[config.mk]
export PLATFORM = sky130hd
export DESIGN_NAME = n_to_1_stream_mux
export DESIGN_NICKNAME = d
export VERILOG_FILES = /design/src/rtl/n_to_1_stream_mux.sv
export SDC_FILE = /design/constraint.sdc
export NUM_CORES = 1
export LEC_CHECK = 0
export CORE_MARGIN = 1.5
export CORE_UTILIZATION = 52
export CTS_BUF_LIST = sky130_fd_sc_hd__clkbuf_2
export CTS_CLUSTER_DIAMETER = 150
export DETAILED_ROUTE_END_ITERATION = 10
export PLACE_DENSITY = 0.89
export SYNTH_ARGS = -nofsm -noshare
export SYNTH_HDL_FRONTEND = slang
export SYNTH_SLANG_ARGS = --single-unit
[constraint.sdc]
create_clock -name clk -period 7.25 [get_ports clk]
set_input_delay 1.8125 -clock clk [delete_from_list [all_inputs] [get_ports clk]]
set_output_delay 1.8125 -clock clk [all_outputs]
set_load 0.02 [all_outputs]
[src/rtl/n_to_1_stream_mux.sv]
// N-channel valid/ready stream mux with a 1-entry registered output, fixed-select or round-robin
// arbitration, and the grant held on one channel from a packet's first beat to its last.
module n_to_1_stream_mux #(
  parameter int N = 6,
  parameter int W = 8,
  localparam int SW = (N > 1) ? $clog2(N) : 1
) (
  input  logic           clk,
  input  logic           rst,
  input  logic           rr_mode,
  input  logic [SW-1:0]  sel,
  input  logic [N*W-1:0] in_data,
  input  logic [N-1:0]   in_last,
  input  logic [N-1:0]   in_valid,
  output logic [N-1:0]   in_ready,
  output logic [W-1:0]   out_data,
  output logic           out_last,
  output logic [SW-1:0]  out_chan,
  output logic           out_valid,
  input  logic           out_ready,
  output logic           sel_err
);

  typedef enum logic {ARB, LOCK} state_t;

  localparam logic [SW:0] NL = N[SW:0];

  state_t              state;
  logic [SW-1:0]       lock_ch;
  logic [SW-1:0]       rr_ptr;
  logic [N-1:0][W-1:0] dat;
  logic                can_load;
  logic                sel_ok;
  logic                cand_vld;
  logic [SW-1:0]       cand;
  logic [SW:0]         idx;
  logic                xfer;

  assign dat      = in_data;
  assign can_load = !out_valid || out_ready;
  assign sel_ok   = {1'b0, sel} < NL;

  // Round-robin scans rr_ptr+1 .. rr_ptr+N modulo N, so the last winner gets lowest priority.
  always_comb begin
    cand_vld = 1'b0;
    cand     = '0;
    idx      = '0;
    if (state == LOCK) begin
      cand_vld = 1'b1;
      cand     = lock_ch;
    end else if (!rr_mode) begin
      if (sel_ok) begin
        cand_vld = 1'b1;
        cand     = sel;
      end
    end else begin
      for (int k = 1; k <= N; k++) begin
        idx = {1'b0, rr_ptr} + (SW+1)'(k);
        if (idx >= NL) idx = idx - NL;
        if (!cand_vld && in_valid[idx[SW-1:0]]) begin
          cand_vld = 1'b1;
          cand     = idx[SW-1:0];
        end
      end
    end
  end

  always_comb begin
    in_ready = '0;
    if (cand_vld && can_load) in_ready[cand] = 1'b1;
  end

  assign xfer = cand_vld && can_load && in_valid[cand];

  always_ff @(posedge clk) begin
    if (rst) begin
      state     <= ARB;
      lock_ch   <= '0;
      rr_ptr    <= SW'(N-1);
      out_data  <= '0;
      out_last  <= 1'b0;
      out_chan  <= '0;
      out_valid <= 1'b0;
      sel_err   <= 1'b0;
    end else begin
      sel_err <= (state == ARB) && !rr_mode && !sel_ok;
      if (xfer) begin
        out_data  <= dat[cand];
        out_last  <= in_last[cand];
        out_chan  <= cand;
        out_valid <= 1'b1;
        if (in_last[cand]) begin
          state  <= ARB;
          rr_ptr <= cand;
        end else begin
          state   <= LOCK;
          lock_ch <= cand;
        end
      end else if (out_ready) begin
        out_valid <= 1'b0;
      end
    end
  end

endmodule

==> qor.txt <==
======================================================================================
Via Count                                                                        2,902
Post-synthesis net count                                                           395
Cell type with the highest occurrence count on the critical path          clkdlybuf4s50_1
Clock latency reported for the late side of the worst-skew pair                0.32 ns
Worst clock skew on the final layout                                        0.00737 ns
Worst setup timing slack at the placement stage                               0.155 ns
Clock Sink Count                                                                    21
Minimum clock period                                                           7.17 ns
Mean cell area of the mapped netlist                                        8.32 sq um
Number of buffers and inverters on the critical path                                 2
Final Hold Violating Endpoints                                                       0
End point of the most critical hold path                                   out_chan[0]
Met3 layer wire length in the routed design                                     676 um
Number of top-level pins                                                            87
Slack of the worst reg-to-reg path                                             2.17 ns
Most frequent cells in the layout                                         clkdlybuf4s50_1 (86), mux2i_1 (40), nand2_1 (24), dfxtp_1 (21), nor2_1 (18)
Post-synthesis instance total                                                      317
Worst hold start                                                           out_chan[0]
Leak                                                                           1.43 nW
Antenna violations before repair                                                     0
Met2 WL post-DR                                                                4090 um
Maximum vdd drop                                                              0.289 mV
Pin slew with the least headroom to its limit                                 0.809 ns
Aggregate global routing overflow                                                    0
Post-CTS setup repair buffer count                                                   0
Count of placed standard cells including taps                                      456
Arr. time, crit path                                                           5.36 ns
Commonest non-fill, non-tap cell in the layout                            clkdlybuf4s50_1
Max-slew violation total from the final report                                       0
Depth of the worst register-to-register path                                        15
Number of warnings printed during yosys synthesis                                    0
Fill cells                                                                         360
DP Wirelength                                                                  6850 um
Worst-path maximum fanout                                                            9
Total power divided by cell area                                           573 mW/mm^2
Count of cells resized by post-cts repair                                            0
Count of antenna-violating nets left after detailed routing                          0
Deepest clock path buffer count                                                      2
DIE AREA                                                                  0.00551 sq mm
Final period util                                                                98.9%
Number of register bits inferred by synthesis                                       21
Overall die width                                                              74.2 um
Initial standard-cell utilization of the core                                    54.8%
End-of-flow core utilization                                                     73.6%
Buffers added on ports                                                              86
Seq/Total Area, Yosys                                                            15.9%
Layout Nets                                                                        472
Num CTS Buffers                                                                      3
CP Data Required Time                                                          5.44 ns
Std-Cell Core Area                                                        0.00482 sq mm
GP Congestion                                                                     1.08
RSZ-0062 raised after global routing                                                no
Family with the most delay on the worst path                              buffers and inverters
Outcome                                                                   finished, final reports clean
Antenna diode count                                                                  0
DRT iter0 DRCs                                                                     335
Post-synth EDFFs                                                                     0
Met1 Wirelength                                                                3540 um
Pin count of the biggest net entering global routing                                34
Number of detailed-route iterations in the first pass                                5
Post-detailed-route DRC marker count                                                 0
Hold-critical path depth                                                             2
Min-Delay Path Class                                                      flip-flop to flip-flop
Number of buffers inserted for hold repair after clock tree synthesis                0
Cell area after synthesis                                                 0.00264 sq mm
H-tree depth reported by CTS                                                         1
Max layer used                                                                    met4
Post-synth ARST share                                                               0%
Share of final-layout standard cells stronger than drive strength 1              12.2%
TritonCTS clock tree                                                             built
Post-synth cell types                                                               74
Endpoint of the worst-slack reg-to-reg timing path                         out_data[7]
Count of max-cap constraint violations                                               0
Most used flip-flop cell after synthesis                                       dfxtp_1
Finish-stage setup viols                                                             0
Reg2reg start                                                                rr_ptr[1]
Syn-to-layout area delta                                                         34.4%
Chip height                                                                    74.2 um
Worst setup path start                                                     in_valid[1]
Crit path setup slack, layout                                                0.0774 ns
Root Driver                                                                   clkbuf_2
Relative max-transition margin                                                   45.4%
Critical path launch point type                                              input pin
Worst-path clk slew                                                            0.18 ns
Power consumption                                                              2.03 mW
Max Clk Rate                                                                   139 MHz
Number of standard cells in the layout, taps in and fillers out                    460
CP endpoint kind                                                           output port
Library cell contributing the largest single delay on the critical path   clkdlybuf4s50_1
Number of placement rows                                                            25
Vias per Instance                                                                 6.31
Delay contributed by the slowest stage of the critical path                    0.67 ns
Vias in the first global route                                                   2,740
Routed wire length per instance                                                18.7 um
Crit path cell chain                                                      clkdlybuf4s50_1, mux4_2, mux2_2, nor2_2, nor4b_1, a31oi_1, and3_1, nor4_1, clkdlybuf4s50_1
Setup Total Neg Slack                                                             0 ns
Global-route wire length before repair                                       13,300 um
Total routing resource utilization after global routing                          30.8%
Critical setup path kind                                                  input pin to output port
Final wirelength                                                               8620 um
======================================================================================
-- power by group --
group          total, mW  switching [mW]  internal (mW)  leakage [nW]
logic               1.80            1.05          0.753          1.24
clock network     0.0486          0.0340         0.0146        0.0166
registers          0.179          0.0284          0.151         0.172
-- cell usage after synthesis, types with 3 or more instances --
library cell   n  area, sq um
nand3_1        9         45.0
nor3_1        11         55.1
buf_6          3         33.8
clkbuf_1       6         22.5
nor2b_1        5         31.3
a21oi_1       17         85.1
mux2_2        11          124
or3_1          4         25.0
and3_1         3         18.8
o22ai_1        9         56.3
o21ai_0        6         30.0
and2_1         6         37.5
ha_1          11          138
a21o_1         6         45.0
mux2i_1       40          400
buf_2         10         50.1
a211oi_1       4         30.0
o211a_1        3         30.0
nand2b_1       3         18.8
inv_1          8         30.0
nor2_1        18         67.6
nand2_1       24         90.1
o21ai_1        6         30.0
xnor2_1        5         43.8
dfxtp_1       21          420
nor4_1         5         31.3
-- per-layer routing --
layer / track usage [%] / vias up
li1: - / 1345
met1: 42.9 / 1345
met2: 49.0 / 173
met3: 3.39 / 39
met4: 11.9 / 0
met5: 0 / -
-- kinds of logic after synthesis --
group,Yosys count,share of synthesized area [%]
multiplexers,56,23.1
XOR/XNOR,7,2.32
buffers and inverters,31,6.31
adder cells (fa/ha/maj),11,5.22
AND/OR/NAND/NOR,103,20.8
AO/OA/AOI/OAI,88,26.4
flip-flops,21,15.9
-- worst register-to-register path: stages, from the launching register on --
cell and delay [ns]:
dfxtp_1 0.34, buf_4 0.17, inv_1 0.28, ha_1 0.53
nor2b_1 0.26, o32ai_1 0.44, nor2_1 0.15, or3_1 0.42
a2111o_1 0.45, a21oi_4 0.23, nand4_1 0.20, buf_4 0.20
a211oi_2 0.28, or3_1 0.67, mux2i_1 0.30, nor2_1 0.07
-- state kept, by name (all words and copies together), names as in the netlist --
register / flops
lock_ch: 3
out_chan: 3
out_data: 8
out_last: 1
out_valid: 1
rr_ptr: 3
sel_err: 1
state: 1
-- worst max-delay path by stage --
stage / endpoint / depth (start not counted)
2_1_floorplan: in_ready[1] / 9
3_3_place_gp: in_ready[2] / 9
3_5_place_dp: in_ready[3] / 11
4_1_cts: in_ready[3] / 11
5_1_grt: in_ready[0] / 10
6_report: in_ready[0] / 9
-- layout make-up --
cell class | instances | area (sq um) | share of cell area (%)
well taps | 67 | 83.8 | 2.36
repair buffers | 95 | 928 | 26.2
flip-flops and latches | 21 | 420 | 11.9
inverters | 8 | 30.0 | 0.847
multi-input cells | 265 | 2060 | 58.2
clock buffers | 4 | 20.0 | 0.565
-- per-stage QoR --
step | hold slack [ns] | cell area (sq um)
floorplan | 0.459 | 2640
global placement | 0.448 | 3510
detailed placement | 0.456 | 3510
CTS | 0.486 | 3530
global route | 0.519 | 3540
finish | 0.486 | 3540
Power figures use the tool's default switching activity.
